`config.mk`:
```
export PLATFORM = sky130hd
export DESIGN_NAME = sim_run_monitor
export DESIGN_NICKNAME = d
export VERILOG_FILES = /design/src/rtl/sim_run_monitor.sv
export SDC_FILE = /design/constraint.sdc
export NUM_CORES = 1
export LEC_CHECK = 0
export BUFFER_PORTS_ARGS = -buffer_cell sky130_fd_sc_hd__buf_2
export CORE_ASPECT_RATIO = 1.75
export CORE_MARGIN = 4
export CORE_UTILIZATION = 50
export DETAILED_ROUTE_END_ITERATION = 8
export GPL_TIMING_DRIVEN = 0
export PLACE_DENSITY = 0.69
export SLEW_MARGIN = 20
export SYNTH_ARGS = -nofsm -noshare
export SYNTH_HDL_FRONTEND = slang
export SYNTH_SLANG_ARGS = --single-unit
```
`constraint.sdc`:
```
create_clock -name Clock -period 6.5 [get_ports Clock]
set_clock_uncertainty 0.2 [all_clocks]
set_input_delay 1.625 -clock Clock [delete_from_list [all_inputs] [get_ports Clock]]
set_output_delay 1.625 -clock Clock [all_outputs]
set_load 0.005 [all_outputs]
```
`src/rtl/sim_run_monitor.sv`:
```
// Run controller and data-bus monitor: gates the processor enable, counts run and stall
// cycles, stops on a kill-address write or timeout, and logs accepted writes in a FIFO.
module sim_run_monitor #(
    parameter int                DATA_W     = 16,
    parameter int                ADDR_W     = 16,
    parameter logic [ADDR_W-1:0] KILL_ADDR  = '1,
    parameter int                MAX_CYCLES = 10000,
    parameter int                LOG_DEPTH  = 8,
    parameter int                CNT_W      = 32
) (
    input  logic                         Clock,
    input  logic                         Resetn,
    input  logic                         Start,
    input  logic                         Clear,
    input  logic                         WriteData,
    input  logic                         ReadData,
    input  logic [ADDR_W-1:0]            DataAddr,
    input  logic [DATA_W-1:0]            DataOut,
    input  logic                         Waitreq,
    output logic                         Enable,
    output logic                         Halted,
    output logic                         TimedOut,
    output logic [CNT_W-1:0]             CycleCount,
    output logic [CNT_W-1:0]             StallCount,
    input  logic                         LogPop,
    output logic                         LogValid,
    output logic [ADDR_W-1:0]            LogAddr,
    output logic [DATA_W-1:0]            LogData,
    output logic [$clog2(LOG_DEPTH):0]   LogCount,
    output logic                         LogOverflow,
    output logic [1:0]                   dbg_state
);

    localparam int PTR_W = $clog2(LOG_DEPTH);
    localparam logic [PTR_W:0]   FULL_CNT = LOG_DEPTH[PTR_W:0];
    localparam logic [CNT_W-1:0] MAX_CNT  = MAX_CYCLES[CNT_W-1:0];

    typedef enum logic [1:0] {S_IDLE, S_RUN, S_HALT, S_TIMEOUT} state_e;

    state_e             state_q, state_d;
    logic [CNT_W-1:0]   cycle_q, cycle_d;
    logic [CNT_W-1:0]   stall_q, stall_d;
    logic [PTR_W-1:0]   wr_ptr_q, wr_ptr_d;
    logic [PTR_W-1:0]   rd_ptr_q, rd_ptr_d;
    logic [PTR_W:0]     count_q, count_d;
    logic               ovf_q, ovf_d;
    logic [ADDR_W-1:0]  addr_mem_q [LOG_DEPTH];
    logic [DATA_W-1:0]  data_mem_q [LOG_DEPTH];

    logic             running, accepted, kill, hit_max;
    logic             push, pop, full, push_ok;
    logic [CNT_W-1:0] cycle_inc;

    assign running   = (state_q == S_RUN);
    assign accepted  = running & WriteData & ~Waitreq;
    assign kill      = accepted & (DataAddr == KILL_ADDR);
    assign cycle_inc = cycle_q + 1'b1;
    assign hit_max   = (cycle_inc == MAX_CNT);

    // A full log still accepts a push when the head is popped on the same edge.
    assign full    = (count_q == FULL_CNT);
    assign push    = accepted & ~kill & ~Clear;
    assign pop     = LogPop & (count_q != '0) & ~Clear;
    assign push_ok = push & (~full | pop);

    always_ff @(posedge Clock or negedge Resetn) begin
        if (!Resetn) begin
            state_q  <= S_IDLE;
            cycle_q  <= '0;
            stall_q  <= '0;
            wr_ptr_q <= '0;
            rd_ptr_q <= '0;
            count_q  <= '0;
            ovf_q    <= 1'b0;
        end else begin
            state_q  <= state_d;
            cycle_q  <= cycle_d;
            stall_q  <= stall_d;
            wr_ptr_q <= wr_ptr_d;
            rd_ptr_q <= rd_ptr_d;
            count_q  <= count_d;
            ovf_q    <= ovf_d;
        end
    end

    always_ff @(posedge Clock) begin
        if (push_ok) begin
            addr_mem_q[wr_ptr_q] <= DataAddr;
            data_mem_q[wr_ptr_q] <= DataOut;
        end
    end

    // Kill is tested before the timeout so a simultaneous kill ends in HALT.
    always_comb begin
        state_d = state_q;
        if (Clear) begin
            state_d = S_IDLE;
        end else begin
            case (state_q)
                S_IDLE:  if (Start) state_d = S_RUN;
                S_RUN: begin
                    if (kill)         state_d = S_HALT;
                    else if (hit_max) state_d = S_TIMEOUT;
                end
                default: state_d = state_q;
            endcase
        end
    end

    always_comb begin
        cycle_d  = cycle_q;
        stall_d  = stall_q;
        wr_ptr_d = wr_ptr_q;
        rd_ptr_d = rd_ptr_q;
        count_d  = count_q;
        ovf_d    = ovf_q;
        if (Clear) begin
            cycle_d  = '0;
            stall_d  = '0;
            wr_ptr_d = '0;
            rd_ptr_d = '0;
            count_d  = '0;
            ovf_d    = 1'b0;
        end else begin
            if (running) begin
                cycle_d = cycle_inc;
                if ((WriteData | ReadData) & Waitreq & (stall_q != '1))
                    stall_d = stall_q + 1'b1;
            end
            if (push_ok) wr_ptr_d = wr_ptr_q + 1'b1;
            if (pop)     rd_ptr_d = rd_ptr_q + 1'b1;
            if (push_ok & ~pop)      count_d = count_q + 1'b1;
            else if (pop & ~push_ok) count_d = count_q - 1'b1;
            if (push & full & ~pop)  ovf_d = 1'b1;
        end
    end

    always_comb begin
        Enable      = (state_q == S_RUN);
        Halted      = (state_q == S_HALT);
        TimedOut    = (state_q == S_TIMEOUT);
        CycleCount  = cycle_q;
        StallCount  = stall_q;
        LogValid    = (count_q != '0);
        LogCount    = count_q;
        LogOverflow = ovf_q;
        LogAddr     = LogValid ? addr_mem_q[rd_ptr_q] : '0;
        LogData     = LogValid ? data_mem_q[rd_ptr_q] : '0;
        dbg_state   = state_q;
    end

endmodule

```
==> results of run 1 <==
==> area by class of cell <==
cell class	instances	area share [%]
multi-input cells	541	26.6
well taps	373	2.79
diodes	2	0.0299
flip-flops and latches	333	57.4
inverters	10	0.224
repair buffers	161	5.88
clock buffers	33	4.55
clock inverters	21	1.47
plain buffers	44	1.10
==> how the worst max path moves through the flow <==
stage,to,cells past startpoint,startpoint
3_5_place_dp,data_mem_q[1][7],8,Clear
4_1_cts,LogAddr[7],6,rd_ptr_q[0]
6_report,LogAddr[7],6,rd_ptr_q[0]
2_1_floorplan,addr_mem_q[1][0],6,Clear
3_3_place_gp,data_mem_q[0][7],6,Clear
5_1_grt,LogAddr[7],6,rd_ptr_q[0]
==> registers in the layout (all words and copies together) (netlist names) <==
register,cells
rd_ptr_q,3
dbg_state,2
wr_ptr_q,3
StallCount,32
LogCount,4
data_mem_q,128
CycleCount,32
addr_mem_q,128
LogOverflow,1
==> cells by family after synthesis <==
group | count (synthesis) | share of synthesized area (%)
AND/OR/NAND/NOR | 317 | 11.1
XOR/XNOR | 71 | 4.37
AO/OA/AOI/OAI | 44 | 1.93
multiplexers | 101 | 12.7
buffers and inverters | 54 | 1.55
flip-flops | 333 | 67.6
adder cells (fa/ha/maj) | 8 | 0.756
==> layer usage <==
metal	GRT usage, %	vias to the layer above
met3	2.78	51
li1	-	3910
met4	6.56	2
met1	24.6	4391
met5	0	-
met2	39.2	248
==> critical path, stage by stage, from the launching register on <==
cell	delay, ps
dfrtp_1	380
clkbuf_1	470
buf_2	460
mux4_2	560
mux2i_1	250
nor2_1	60
buf_2	140
==> cells in the final DEF, fill, tap and decap left out, types with 30 or more instances in the layout <==
master and count:
xor2_1 47, mux4_2 64, nor2_1 118, nand3_1 34, clkbuf_16 30, edfxtp_1 256
nand4_1 33, dfrtp_1 77, buf_2 156, nand2_1 39, mux2i_1 36
==> metrics by stage <==
step | setup TNS (ps) | total power, mW | cell area (um^2)
final | 0 | 4.96 | 16700
after global routing | 0 | 5.16 | 16700
after CTS | 0 | 5.02 | 16700
after detailed placement | 0 | 3.21 | 15700
after global placement | -101900 | 3.19 | 15400
after floorplan | 0 | 2.88 | 14200
==> where the power goes <==
group	switching [mW]	leakage, nW	total, mW	internal [mW]
Combinational	0.440	2.20	0.807	0.367
Clock	0.770	0.489	1.81	1.04
Sequential	0.0236	3.37	2.34	2.31
==> summary.md, run 1 <==
| Metric | Value |
|---|---|
| Depth of the worst hold-timing path | `2` |
| Largest net degree at the start of global routing | `44` |
| Inst Count DP | `1462` |
| Period utilization | `72.7%` |
| Avg Cell Area, Syn | `15.3 um^2` |
| Die Y | `231 um` |
| Crit Path Max Fanout | `10` |
| Clk slew on worst S/H paths | `70 ps` |
| DP Worst Slack | `1700 ps` |
| Clk Latency, worst-skew pair | `580 ps` |
| Power Dens Cells | `296 nW/um^2` |
| Cell variety after synth | `51` |
| Ys flop type | `edfxtp_1` |
| Outcome | `finished clean` |
| Final std cells w/o fill | `1518` |
| WL met2 | `18000 um` |
| EDFF count, synth | `256` |
| DRC | `0` |
| Hold Vio Cnt, Final | `0` |
| Core Region | `28000 um^2` |
| Syn_nets | `976` |
| Register area | `9610 um^2` |
| Startpoint types | `register` |
| Area Overhead vs Synth | `17.7%` |
| Max-slew violation count | `0` |
| Worst slew pin tran | `1020 ps` |
| Setup Viol. Count Final | `0` |
| Root Buffer Master | `clkbuf_16` |
| Worst Reg-to-Reg Cells | `8` |
| Total setup buffers inserted after CTS | `0` |
| Clk sinks | `333` |
| Starting Density | `50.9%` |
| Average wire per standard cell | `21.3 um` |
| Crit path required time | `4680 ps` |
| Initial DRC count | `431` |
| Met3 WL | `1580 um` |
| Total length of routed wires | `32400 um` |
| Post-DRT Antenna Nets | `0` |
| Num CTS Buffers | `30` |
| Largest cells by area after synthesis | `edfxtp_1 (54%), dfrtp_1 (14%), mux4_2 (10%)` |
| Max-Slew Margin vs Limit | `31.2%` |
| Total gr overflow | `0` |
| Max Clk Rate | `211 MHz` |
| Unrepaired setup endpoints after global routing | `false` |
| H-tree depth | `1` |
| CP endpoint kind | `output port` |
| Gr usage total | `20.9%` |
| Maximum vdd ir drop | `207 uV` |
| Total of max-cap violations | `0` |
| Reg-to-Reg Start | `dbg_state[0]` |
| Worst hold margin | `332 ps` |
| Leak pwr | `6.06 nW` |
| Fillers | `2208` |
| Cell taking the most area after synthesis | `edfxtp_1` |
| Post-synthesis sequential area ratio | `67.6%` |
| Cell Area, Synth | `14200 um^2` |
| Vias per inst | `5.67` |
| Die ar. | `31300 um^2` |
| Setup ws final | `1770 ps` |
| Worst min path class | `register to register` |
| Multi-input logic area | `4450 um^2` |
| Metal-1 WL | `11900 um` |
| First-pass GRT wire length | `50300 um` |
| Detailed Routing Iterations Pass 1 | `4` |
| Synth warn | `0` |
| Hold buffers post-CTS | `0` |
| CTS tree | `yes` |
| Fin crit period | `4730 ps` |
| Hold EP | `LogOverflow` |
| R2R setup slack | `2780 ps` |
| I/O pins | `147` |
| Crit path DAT | `2900 ps` |
| Row cnt | `81` |
| Crit path kind | `register to output port` |
| Gp weighted congestion | `0.934` |
| Most frequent cell after synthesis | `edfxtp_1` |
| Hpwl dp | `22300 um` |
| Vias in the first global route | `8928` |
| Flops & latches, synth | `333` |
| Die W | `136 um` |
| Layout Utilization | `59.9%` |
| Post-synth top area share | `54.0%` |
| Port bufs | `145` |
| RR Endpoint | `data_mem_q[1][14]` |
| Commonest cells in the netlist | `edfxtp_1 (256), nor2_1 (124), dfrtp_1 (77)` |
| Via count | `8602` |
| Post-synth ARST share | `23.1%` |
| Share of cells above drive strength 1 | `27.1%` |
| Final Net Count | `1169` |
| Hold_sp | `LogOverflow` |
| Highest Signal Layer | `met5` |
| CTS max path bufs | `3` |
| Cells after synthesis | `928` |
| Initial antenna violation count | `2` |
| Post-cts gate resize count | `0` |
Power figures use the tool's default switching activity.
==> inputs of run 2 (changes only) <==
- clock period: 6.5 -> 4.9 ns (I/O delays scaled with it)
==> run 2 against run 1 <==
  * Sequential share of layout area grew 0.18 points
  * Design area is 0.31% lower
  * Sequential cell count is the same
  * Worst hold slack improved by 26 ps
  * First-iteration DRC count increased by 4.2%
  * Via count decreased by 1.1%
  * Core utilization shrank 0.19 points
  * Die area unchanged
  * Setup slack got worse by 1300 ps
  * Critical path type unchanged
  * Largest power group unchanged
  * Highest routed layer unchanged
==> summary.md, run 2 (synthesis results as in run 1) <==
| Metric | Value |
|---|---|
| Total length of routed wires | `32000 um (was 32400 um)` |
| Total setup buffers inserted after CTS | `0 (unchanged)` |
| Period utilization | `90.0%` |
| Worst slew pin tran | `984 ps (was 1020 ps)` |
| Area Overhead vs Synth | `17.4% (was 17.7%)` |
| Maximum vdd ir drop | `267 uV (was 207 uV)` |
| Unrepaired setup endpoints after global routing | `false (unchanged)` |
| Vias in the first global route | `8945 (was 8928)` |
| Hold_sp | `LogOverflow (unchanged)` |
| Crit path required time | `3470 ps (was 4680 ps)` |
| Hold Vio Cnt, Final | `0 (unchanged)` |
| Commonest non-fill, non-tap cell in the layout | `edfxtp_1 (unchanged)` |
| Total gr overflow | `0 (unchanged)` |
| Metal-1 WL | `12000 um (was 11900 um)` |
| Power, Total | `6.49 mW (was 4.96 mW)` |
| Max-Slew Margin vs Limit | `33.8% (was 31.2%)` |
| Setup ws final | `488 ps (was 1770 ps)` |
| Leak pwr | `6.00 nW (was 6.06 nW)` |
| Total of max-cap violations | `0 (unchanged)` |
| Worst min path class | `register to register (unchanged)` |
| Crit path DAT | `2990 ps (was 2900 ps)` |
| Crit path kind | `register to output port (unchanged)` |
| Worst hold margin | `357 ps (was 332 ps)` |
| Met3 WL | `1610 um (was 1580 um)` |
| DP Worst Slack | `629 ps (was 1700 ps)` |
| Hpwl dp | `21700 um (was 22300 um)` |
| Layout Utilization | `59.7% (was 59.9%)` |
| Gr usage total | `21.0% (was 20.9%)` |
| Detailed Routing Iterations Pass 1 | `5 (was 4)` |
| Initial antenna violation count | `2 (unchanged)` |
| Clk slew on worst S/H paths | `70 ps (about the same)` |
| Crit-path most repeated cell | `buf_2 (unchanged)` |
| WL met2 | `17700 um (was 18000 um)` |
| Fin crit period | `4410 ps` |
| Share of cells above drive strength 1 | `27.0% (was 27.1%)` |
| Clk sinks | `333 (unchanged)` |
| Highest Signal Layer | `met5 (unchanged)` |
| Via count | `8509 (was 8602)` |
| Startpoint types | `register (unchanged)` |
| Starting Density | `50.9% (unchanged)` |
| Setup Viol. Count Final | `0 (unchanged)` |
| Die Y | `231 um (unchanged)` |
| Gp weighted congestion | `0.902 (was 0.934)` |
| Die ar. | `31300 um^2 (unchanged)` |
| Outcome | `finished clean (unchanged)` |
| Root Buffer Master | `clkbuf_16 (unchanged)` |
| Biggest regs | `addr_mem_q x128, data_mem_q x128 (unchanged)` |
| Initial DRC count | `449 (was 431)` |
| Vias per inst | `5.63 (was 5.67)` |
| Row cnt | `81 (unchanged)` |
| Average wire per standard cell | `21.1 um (was 21.3 um)` |
| Die W | `136 um (unchanged)` |
| Port bufs | `145 (unchanged)` |
| Max Clk Rate | `227 MHz` |
| Final Net Count | `1164 (was 1169)` |
| Commonest cells after routing, fill and taps aside | `edfxtp_1 (256), buf_2 (156), nor2_1 (118) (unchanged)` |
| Num CTS Buffers | `29 (was 30)` |
| DRC | `0 (unchanged)` |
| CTS max path bufs | `3 (unchanged)` |
| Post-DRT Antenna Nets | `0 (unchanged)` |
| First-pass GRT wire length | `50700 um (was 50300 um)` |
| Crit Path Max Fanout | `10 (unchanged)` |
| CP endpoint kind | `output port (unchanged)` |
| Worst path buffer plus inverter count | `3 (unchanged)` |
| Core Region | `28000 um^2 (unchanged)` |
| Max-slew violation count | `0 (unchanged)` |
| H-tree depth | `1 (unchanged)` |
| Hold buffers post-CTS | `0 (unchanged)` |
| Slowest Stage Delay on Critical Path | `560 ps (about the same)` |
| Largest net degree at the start of global routing | `43 (was 44)` |
| I/O pins | `147 (unchanged)` |
| Clk Latency, worst-skew pair | `560 ps (was 580 ps)` |
| Power Dens Cells | `389 nW/um^2 (was 296 nW/um^2)` |
| CTS tree | `yes (unchanged)` |
| Post-cts gate resize count | `0 (unchanged)` |
| CP startpoint | `rd_ptr_q[0] (unchanged)` |
| Cell-by-cell trace of the critical path | `clkbuf_1, buf_2, mux4_2, mux2i_1, nor2_1, buf_2 (unchanged)` |
| TNS Setup | `0 ps (unchanged)` |
| Reg-to-Reg Start | `dbg_state[1] (was dbg_state[0])` |
| Slowest-stage cell, CP | `mux4_2 (unchanged)` |
| CP top delay family | `buffers and inverters (unchanged)` |
## run 2: worst min-delay path, cell delays in order (launching register included)
cell and delay [ps]:
dfrtp_1 380, a21oi_1 50, nor2_1 90
## run 2: layer usage
metal	vias to the layer above	GRT usage [%]
li1	3912	-
met1	4305	25.2
met2	245	38.9
met3	45	3.26
met4	2	5.64
met5	-	0
## run 2: worst paths after layout
check,end,slack (ps),depth (start not counted)
worst max-delay path,LogData[10],490,6
worst min-delay path,LogOverflow,360,2
worst max register to register,data_mem_q[0][14],1280,7
worst min register to register,LogOverflow,360,2
max in group asynchronous,StallCount[14],3480,2
min in group asynchronous,CycleCount[18],440,1
## run 2: area by class of cell
cell class              count  area, um^2
fillers                  2223       11300
flip-flops and latches    333        9610
multi-input cells         541        4460
repair buffers            157         955
clock buffers              29         726
well taps                 373         467
clock inverters            24         251
plain buffers              44         183
inverters                  10        37.5
diodes                      1        2.50
## run 2: where the power goes
group          internal, mW  switching (mW)
clock network          1.30            1.03
registers              3.07          0.0290
logic                 0.486           0.580
total                  4.86            1.64
## run 2: stage by stage
stage	cells	area, um^2
6_report	1512	16700
4_1_cts	1511	16700
3_3_place_gp	1446	15400
3_5_place_dp	1458	15700
2_1_floorplan	928	14200
5_1_grt	1511	16700
==> inputs of run 3 (changes only) <==
- CORE_MARGIN: 4 -> 8
- PLACE_DENSITY: 0.69 -> 0.7
==> run 3 against run 2 <==
  * Routed wire length is 3.0% higher
  * Cell count grew 0.20%
  * Setup slack improved by 60 ps
  * Sequential share of layout area decreased by 0.24 points
  * Sequential cell count unchanged
  * First-iteration DRC count down 2.7%
  * Global-route usage down 1.3 points
  * Worst hold slack got worse by 30 ps
  * Critical path depth unchanged
  * Die area up 9.6%
  * Critical endpoint is now LogAddr[7]
==> summary.md, run 3 (synthesis results as in run 1) <==
| Metric | Value |
|---|---|
| Outcome | `finished clean (unchanged)` |
| Crit path DAT | `2930 ps (was 2990 ps)` |
| Clk sinks | `333 (unchanged)` |
| Worst path buffer plus inverter count | `3 (unchanged)` |
| Largest net degree at the start of global routing | `50 (was 43)` |
| Num CTS Buffers | `29 (unchanged)` |
| Commonest non-fill, non-tap cell in the layout | `edfxtp_1 (unchanged)` |
| Root Buffer Master | `clkbuf_16 (unchanged)` |
| Vias per inst | `5.67 (was 5.63)` |
| Max Clk Rate | `230 MHz (was 227 MHz)` |
| Post-DRT Antenna Nets | `0 (unchanged)` |
| H-tree depth | `1 (unchanged)` |
| Hold Vio Cnt, Final | `0 (unchanged)` |
| Met3 WL | `1550 um (was 1610 um)` |
| Maximum vdd ir drop | `267 uV (about the same)` |
| Power Dens Cells | `392 nW/um^2 (was 389 nW/um^2)` |
| Via count | `8588 (was 8509)` |
| Die W | `144 um (was 136 um)` |
| Total gr overflow | `0 (unchanged)` |
| Die Y | `239 um (was 231 um)` |
| CP top delay family | `buffers and inverters (unchanged)` |
| Total of max-cap violations | `0 (unchanged)` |
| Leak pwr | `6.03 nW (was 6.00 nW)` |
| Clk Latency, worst-skew pair | `560 ps (about the same)` |
| Port bufs | `145 (unchanged)` |
| CTS tree | `yes (unchanged)` |
| Hold buffers post-CTS | `0 (unchanged)` |
| Gr usage total | `19.6% (was 21.0%)` |
| Detailed Routing Iterations Pass 1 | `5 (unchanged)` |
| Initial DRC count | `437 (was 449)` |
| Max-Slew Margin vs Limit | `30.2% (was 33.8%)` |
| Crit path required time | `3470 ps (about the same)` |
| Total length of routed wires | `32900 um (was 32000 um)` |
| Unrepaired setup endpoints after global routing | `false (unchanged)` |
| Share of cells above drive strength 1 | `26.7% (was 27.0%)` |
| Biggest regs | `addr_mem_q x128, data_mem_q x128 (unchanged)` |
| Area Overhead vs Synth | `17.9% (was 17.4%)` |
| Gp weighted congestion | `0.873 (was 0.902)` |
| Initial antenna violation count | `2 (unchanged)` |
| Highest Signal Layer | `met5 (unchanged)` |
| Inst Count DP | `1459 (was 1458)` |
| Crit path kind | `register to output port (unchanged)` |
| Starting Density | `50.9% (unchanged)` |
| Slowest Stage Delay on Critical Path | `540 ps (was 560 ps)` |
| Row cnt | `81 (unchanged)` |
| Post-cts gate resize count | `0 (unchanged)` |
| Crit-path most repeated cell | `buf_2 (unchanged)` |
| Worst min path class | `register to register (unchanged)` |
| Worst slew pin tran | `1040 ps (was 984 ps)` |
| Final Net Count | `1165 (was 1164)` |
| Average wire per standard cell | `21.7 um (was 21.1 um)` |
| Fin crit period | `4350 ps (was 4410 ps)` |
| Total setup buffers inserted after CTS | `0 (unchanged)` |
| I/O pins | `147 (unchanged)` |
| Metal-1 WL | `12300 um (was 12000 um)` |
| Depth of the worst hold-timing path | `2 (unchanged)` |
| Cell-by-cell trace of the critical path | `clkbuf_1, buf_2, mux4_2, mux2i_1, nor2_1, buf_2 (unchanged)` |
| WL met2 | `18200 um (was 17700 um)` |
| Worst Reg-to-Reg Cells | `8 (was 7)` |
| Vias in the first global route | `9071 (was 8945)` |
| Hpwl dp | `22700 um (was 21700 um)` |
| Levels on crit path | `6 (unchanged)` |
| Core Region | `28000 um^2 (unchanged)` |
| Crit Path Max Fanout | `10 (unchanged)` |
| Slowest-stage cell, CP | `mux4_2 (unchanged)` |
| Max-slew violation count | `0 (unchanged)` |
| CTS max path bufs | `3 (unchanged)` |
| First-pass GRT wire length | `51400 um (was 50700 um)` |
| Setup Viol. Count Final | `0 (unchanged)` |
| Final std cells w/o fill | `1515 (was 1512)` |
| CP endpoint kind | `output port (unchanged)` |
| Startpoint types | `register (unchanged)` |
| Commonest cells after routing, fill and taps aside | `edfxtp_1 (256), buf_2 (156), nor2_1 (118) (unchanged)` |
| Die ar. | `34300 um^2 (was 31300 um^2)` |
| Period utilization | `88.8% (was 90.0%)` |
| Layout Utilization | `59.9% (was 59.7%)` |
| DRC | `0 (unchanged)` |
| Clk slew on worst S/H paths | `70 ps (about the same)` |
| Fillers | `2214 (was 2223)` |
==> run 3: report_power, final <==
part / internal, mW / switching [mW] / leakage [nW]
clock: 1.40 / 1.01 / 0.482
combinational: 0.488 / 0.581 / 2.18
sequential: 3.07 / 0.0313 / 3.37
==> run 3: final timing paths <==
check | end | slack (ps) | start
hold / removal | LogOverflow | 330 | LogOverflow
max in group asynchronous | StallCount[17] | 3490 | Resetn
min in group asynchronous | LogOverflow | 410 | Resetn
setup / recovery | LogAddr[7] | 550 | rd_ptr_q[0]
hold reg to reg | LogOverflow | 330 | LogOverflow
setup reg to reg | data_mem_q[0][12] | 1310 | dbg_state[0]
==> run 3: per-layer routing <==
| layer | global-route usage, % | up-vias |
|---|---|---|
| li1 | - | 3916 |
| met1 | 22.3 | 4370 |
| met2 | 36.7 | 236 |
| met3 | 2.74 | 64 |
| met4 | 6.69 | 2 |
| met5 | 0 | - |
==> run 3: worst reg2reg max path: cells and delay by family, from the launching register on <==
family / cells / cell delay (ps)
buf+inv: 3 / 640
flops: 1 / 490
simple gates: 5 / 1950
==> run 3: stage by stage <==
step                setup WS (ps)  hold slack (ps)  cell area, um^2  total power [mW]  setup TNS, ps
global placement            -1110              311            15400              4.24        -260640
detailed placement            614              317            15800              4.26              0
CTS                           383              334            16800              6.66              0
finish                        548              328            16800              6.58              0
floorplan                     627              286            14200              3.82              0
global route                  252              372            16800              6.85              0
==> run 3: final cells by class <==
class                   count  area [um^2]  area share [%]
flip-flops and latches    333         9610            57.3
multi-input cells         541         4460            26.6
repair buffers            158         1000            5.96
clock buffers              32          737            4.40
well taps                 373          467            2.78
clock inverters            21          262            1.56
plain buffers              44          183            1.09
inverters                  10         37.5           0.224
diodes                      3         7.51          0.0448
